## src/rtl/operation_sequencer_if.sv

```systemverilog
// Handshake bundle between the micro-op sequencer, the instruction decoder and the
// executing unit.
interface operation_sequencer_if #(
  parameter int unsigned operation_code_length = 4
) ();

  logic                             start;
  logic [operation_code_length-1:0] oper_code_1;
  logic [operation_code_length-1:0] oper_code_2;
  logic [operation_code_length-1:0] oper_code_3;
  logic [operation_code_length-1:0] oper_code_4;
  logic                             op_ready;
  logic [operation_code_length-1:0] cur_oper;
  logic                             oper_valid;
  logic [1:0]                       slot;
  logic                             ir_load;
  logic                             busy;
  logic                             halted;

  modport master (
    input  start, oper_code_1, oper_code_2, oper_code_3, oper_code_4, op_ready,
    output cur_oper, oper_valid, slot, ir_load, busy, halted
  );

  modport slave (
    output start, oper_code_1, oper_code_2, oper_code_3, oper_code_4, op_ready,
    input  cur_oper, oper_valid, slot, ir_load, busy, halted
  );

endinterface

```

## src/rtl/operation_sequencer.sv

```systemverilog
// Steps through the four decoded micro-op slots of the current instruction, issuing one
// op per accepted handshake and fetching the next instruction when the slots run out.
module operation_sequencer #(
  parameter int unsigned                   operation_code_length = 4,
  parameter logic [operation_code_length-1:0] oper_read_inst     = operation_code_length'(1),
  parameter logic [operation_code_length-1:0] oper_halt          = operation_code_length'(15)
) (
  input logic                    clk_i,
  input logic                    rst_i,
  operation_sequencer_if.master  bus
);

  localparam int unsigned W = operation_code_length;

  localparam logic [1:0] StIdle  = 2'd0;
  localparam logic [1:0] StLatch = 2'd1;
  localparam logic [1:0] StIssue = 2'd2;
  localparam logic [1:0] StHalt  = 2'd3;

  logic [1:0]        state_q, state_d;
  logic [1:0]        slot_q, slot_d;
  logic              boot_q, boot_d;
  logic              fetch_q, fetch_d;
  logic [3:0][W-1:0] snap_q, snap_d;

  logic              fetch_sel;
  logic [W-1:0]      code_sel;
  logic              halt_hit;
  logic              oper_valid;
  logic              xfer;

  // Boot and forced-fetch both override the snapshot with an instruction read.
  assign fetch_sel  = boot_q | fetch_q;
  assign code_sel   = fetch_sel ? oper_read_inst : snap_q[slot_q];
  assign halt_hit   = (state_q == StIssue) && !fetch_sel && (code_sel == oper_halt);
  assign oper_valid = (state_q == StIssue) && !halt_hit;
  assign xfer       = oper_valid & bus.op_ready;

  assign bus.cur_oper   = (state_q == StIssue) ? code_sel : '0;
  assign bus.oper_valid = oper_valid;
  assign bus.slot       = slot_q;
  assign bus.ir_load    = xfer && (code_sel == oper_read_inst);
  assign bus.busy       = (state_q == StLatch) || (state_q == StIssue);
  assign bus.halted     = (state_q == StHalt);

  always_comb begin
    state_d = state_q;
    slot_d  = slot_q;
    boot_d  = boot_q;
    fetch_d = fetch_q;
    snap_d  = snap_q;
    case (state_q)
      StIdle: begin
        if (bus.start) begin
          state_d = StIssue;
          boot_d  = 1'b1;
          slot_d  = 2'd0;
        end
      end
      StLatch: begin
        snap_d  = {bus.oper_code_4, bus.oper_code_3, bus.oper_code_2, bus.oper_code_1};
        slot_d  = 2'd0;
        boot_d  = 1'b0;
        state_d = StIssue;
      end
      StIssue: begin
        if (halt_hit) begin
          state_d = StHalt;
        end else if (xfer) begin
          if (code_sel == oper_read_inst) begin
            state_d = StLatch;
            fetch_d = 1'b0;
          end else if (slot_q == 2'd3) begin
            // Slots exhausted without a read: insert one, keeping SLOT at 3.
            fetch_d = 1'b1;
          end else begin
            slot_d = slot_q + 2'd1;
          end
        end
      end
      default: ; // StHalt is sticky until reset
    endcase
  end

  always_ff @(posedge clk_i) begin
    if (rst_i) begin
      state_q <= StIdle;
      slot_q  <= 2'd0;
      boot_q  <= 1'b0;
      fetch_q <= 1'b0;
      snap_q  <= '0;
    end else begin
      state_q <= state_d;
      slot_q  <= slot_d;
      boot_q  <= boot_d;
      fetch_q <= fetch_d;
      snap_q  <= snap_d;
    end
  end

endmodule

```

## src/flat_wrapper.sv

```systemverilog
// flat-port wrapper written by rule: the top's interface ports become plain ports
module operation_sequencer_flat 
#(
  parameter int unsigned                   operation_code_length = 4,
  parameter logic [operation_code_length-1:0] oper_read_inst     = operation_code_length'(1),
  parameter logic [operation_code_length-1:0] oper_halt          = operation_code_length'(15)
)
  (clk_i, rst_i, bus_start, bus_oper_code_1, bus_oper_code_2, bus_oper_code_3, bus_oper_code_4, bus_op_ready, bus_cur_oper, bus_oper_valid, bus_slot, bus_ir_load, bus_busy, bus_halted);
  operation_sequencer_if #(.operation_code_length(operation_code_length)) bus_i ();
  input logic clk_i;
  input logic rst_i;
  input wire logic [$bits(bus_i.start)-1:0] bus_start;
  input wire logic [$bits(bus_i.oper_code_1)-1:0] bus_oper_code_1;
  input wire logic [$bits(bus_i.oper_code_2)-1:0] bus_oper_code_2;
  input wire logic [$bits(bus_i.oper_code_3)-1:0] bus_oper_code_3;
  input wire logic [$bits(bus_i.oper_code_4)-1:0] bus_oper_code_4;
  input wire logic [$bits(bus_i.op_ready)-1:0] bus_op_ready;
  output wire logic [$bits(bus_i.cur_oper)-1:0] bus_cur_oper;
  output wire logic [$bits(bus_i.oper_valid)-1:0] bus_oper_valid;
  output wire logic [$bits(bus_i.slot)-1:0] bus_slot;
  output wire logic [$bits(bus_i.ir_load)-1:0] bus_ir_load;
  output wire logic [$bits(bus_i.busy)-1:0] bus_busy;
  output wire logic [$bits(bus_i.halted)-1:0] bus_halted;
  assign bus_i.start = bus_start;
  assign bus_i.oper_code_1 = bus_oper_code_1;
  assign bus_i.oper_code_2 = bus_oper_code_2;
  assign bus_i.oper_code_3 = bus_oper_code_3;
  assign bus_i.oper_code_4 = bus_oper_code_4;
  assign bus_i.op_ready = bus_op_ready;
  assign bus_cur_oper = bus_i.cur_oper;
  assign bus_oper_valid = bus_i.oper_valid;
  assign bus_slot = bus_i.slot;
  assign bus_ir_load = bus_i.ir_load;
  assign bus_busy = bus_i.busy;
  assign bus_halted = bus_i.halted;
  operation_sequencer #(.operation_code_length(operation_code_length), .oper_read_inst(oper_read_inst), .oper_halt(oper_halt)) u_core (.clk_i(clk_i), .rst_i(rst_i), .bus(bus_i));
endmodule
```

## config.mk

```make
export PLATFORM = sky130hd
export DESIGN_NAME = operation_sequencer_flat
export DESIGN_NICKNAME = d
export VERILOG_FILES = /design/src/rtl/operation_sequencer_if.sv /design/src/rtl/operation_sequencer.sv /design/src/flat_wrapper.sv
export SDC_FILE = /design/constraint.sdc
export NUM_CORES = 1
export LEC_CHECK = 0
export ABC_AREA = 1
export CAP_MARGIN = 0
export CORE_MARGIN = 4
export CORE_UTILIZATION = 35
export CTS_CLUSTER_SIZE = 8
export DETAILED_ROUTE_END_ITERATION = 12
export GPL_TIMING_DRIVEN = 0
export PLACE_DENSITY = 0.62
export SYNTH_ARGS = -nofsm -noshare
export SYNTH_HDL_FRONTEND = slang
export SYNTH_SLANG_ARGS = --single-unit
```

## constraint.sdc

```tcl
create_clock -name clk_i -period 4.7 [get_ports clk_i]
set_input_delay 0.705 -clock clk_i [delete_from_list [all_inputs] [get_ports clk_i]]
set_output_delay 0.705 -clock clk_i [all_outputs]
set_load 0.01 [all_outputs]
```

==> flow_summary.toml <==
[worst_setup_path]
ff2ff_path_depth = 12
crit_family = "buffers and inverters"
rr_startpoint = "u_core.state_q[0]"
crit_buf_inv = 4
cp.arrival_ns = 2.22
critPathRequiredTime_ns = 3.99
reg2reg_to = "u_core.bus.slot[1]"
critPathMostFrequentCell = "inv_1"
setup.worst_path.end = "bus_ir_load"
reg2reg_slack_ns = 3.03
worst-path-stages = 9
critPathMaxFanout = 9
end_kind = "primary output"
cp-start-kind = "flop"
startpoint = "u_core.state_q[0]"
critical_path_class = "reg -> out"
critPathSlowestCell = "clkdlybuf4s50_1"
crit_chain = "inv_1 > ha_1 > buf_4 > inv_1 > a21oi_2 > nand2_4 > nand3_4 > nor2_1 > clkdlybuf4s50_1"
critical_path.max_stage_delay_ns = 0.54

[timing]
finalHoldViolations = 0
final.setup.tns_ns = 0
slew_violations = 0
holdWs_ns = 0.459
slew_headroom_pct = 67.8
max_clock_freq_mhz = 342
period_minus_slack_ns = 2.93
setup_viol = 0
clock_skew_ns = 0.00449
tightest_slew_ns = 0.484
rsz0062_at_grt = "no"
layout_worst_path_cycle_share_pct = 62.3
setup_ws_ns = 1.77

[route]
drtIter0Drc = 58
dr.pass1.iters = 4
drc = 0
wl_per_cell_um = 11.8
vias_per_cell = 4.68
vias = 1197
ant_nets = 0
wl_um = 3010

[clocking]
clock_latency_ns = 0.31
clockBufferDepth = 2
cts_buffers = 3
cts.clk_slew.worst_paths_ns = 0.12
h-tree-depth = 1
cts-resized-gates = 0
holdBufCountCts = 0
clockRootBuffer = "clkbuf_4"
postCtsSetupRepairBufs = 0
tritoncts = "yes"
clock-sinks = 22

[placement]
portBuffers = 29
dpl_cell_area_sq_mm = 0.00157
hpwl_um = 2350
place.gp.congestion = 0.822
dpl_worst_slack_ns = 1.98
dp_cells = 253

[synthesis]
synth_area_sq_mm = 0.00122
syn-num-nets = 203
yosysWarnings = 0
synth_edf_count = 0
synth_seq_area_share_pct = 36.2
syn_avg_cell_area_sq_um = 6.84
yosysUniqueCellTypes = 25
ys_ff_latch = 22
synthArstFlopShare_pct = 0
synth_flop_cell = "dfxtp_1"
syn-instance-count = 178

[floorplanning]
rows = 21
io_pins = 30
core_area_sq_mm = 0.00334
die_w_um = 67.0
die_h_um = 67.0
start_util_pct = 36.5
die_area_sq_mm = 0.00449

[grt]
grt_usage_pct = 14.4
antenna_found_initial = 0
grt_pass1_vias = 1186
grt_overflow = 0
grt_max_degree = 12
grt_pass1_wl_um = 4890

[run_status]
status = "completed"

[cells_and_area]
final_common_cell = "nand2_1"
instances_no_fill = 256
final_nets = 237
final_cell_mix = "nand2_1 (42), nor2_1 (29), clkdlybuf4s50_1 (29), dfxtp_1 (22), o21ai_0 (16)"
postLayoutCoreUtil_pct = 47.6
antennaDiodeCount = 0
final_area_sq_mm = 0.00159
drive_gt1_share_pct = 12.4
area_growth_pct = 30.4
fillers = 346

[pwr]
cellLeakagePower_nw = 0.717
ir_worst_vdd_mv = 0.187
power_density_mw_per_mm2 = 554
power_mw = 0.880

[run]
maxCapViolations = 0

[min_path]
min_path_cells = 2
hold_class = "reg -> reg"
-- Yosys cell counts (2+ instances only) --
| master | instances | area share [%] |
|---|---|---|
| a21oi_1 | 9 | 3.7 |
| nand4_1 | 3 | 1.5 |
| ha_1 | 5 | 5.1 |
| nor2_1 | 29 | 8.9 |
| dfxtp_1 | 22 | 36 |
| inv_2 | 6 | 1.8 |
| nand2_2 | 2 | 1.0 |
| a21oi_2 | 2 | 1.4 |
| clkbuf_1 | 4 | 1.2 |
| nand2_4 | 2 | 1.8 |
| nand3_2 | 2 | 1.6 |
| nor2_2 | 4 | 2.1 |
| inv_1 | 9 | 2.8 |
| nand2_1 | 42 | 13 |
| o21ai_0 | 16 | 6.6 |
| nand3_1 | 12 | 4.9 |
-- per-layer routing --
metal	up-vias	track usage, %	share of wire [%]
li1	635	-	-
met1	522	17.1	47
met4	0	8.10	3.1
met5	-	0	0
met3	9	2.02	4.3
met2	31	24.6	45
-- worst min-delay path by stage --
stage	slack [ns]	start	endpoint
after floorplan	0.43	u_core.snap_q[10]	u_core.snap_q[10]
after global placement	0.44	u_core.snap_q[10]	u_core.snap_q[10]
after detailed placement	0.44	u_core.snap_q[10]	u_core.snap_q[10]
after CTS	0.46	u_core.snap_q[10]	u_core.snap_q[10]
after global routing	0.47	u_core.snap_q[10]	u_core.snap_q[10]
final	0.46	u_core.snap_q[10]	u_core.snap_q[10]
-- state kept, by name (all words and copies together), names as in the netlist --
register	count
u_core.snap_q	16
u_core.bus.slot	2
u_core.fetch_q	1
u_core.state_q	2
u_core.boot_q	1
-- area by class of cell --
class	instances	area, sq um	share of cell area [%]
Clock buffer	3	22.5	1.42
Sequential cell	22	440	27.7
Inverter	16	65.1	4.10
Multi-Input combinational cell	133	674	42.5
Timing Repair Buffer	29	290	18.3
Tap cell	46	57.6	3.62
Buffer	7	37.5	2.36
-- kinds of logic (layout without fill, tap and decap cells) --
kind of cell,count (synthesis),in the layout,synth area share (%)
DFF,22,22,36.2
adders and majority gates,5,5,5.14
buffers and inverters,23,55,8.43
AOI/OAI and AO/OA,29,29,12.8
and+or+nand+nor,99,99,37.4
-- worst reg2reg max path, stage by stage, from the launching register on --
cell	delay [ns]
dfxtp_1	0.38
inv_1	0.09
ha_1	0.20
buf_4	0.18
inv_1	0.15
a21oi_2	0.08
nand2_4	0.11
nand3_4	0.09
nand2_4	0.08
nand3_2	0.07
nand2_1	0.09
inv_2	0.04
nor2_2	0.08
-- power breakdown --
group	internal [mW]	total (mW)	switching (mW)
sequential	0.252	0.293	0.0410
clock	0.0300	0.0861	0.0562
combinational	0.206	0.501	0.296
(Power assumes the default switching activity.)
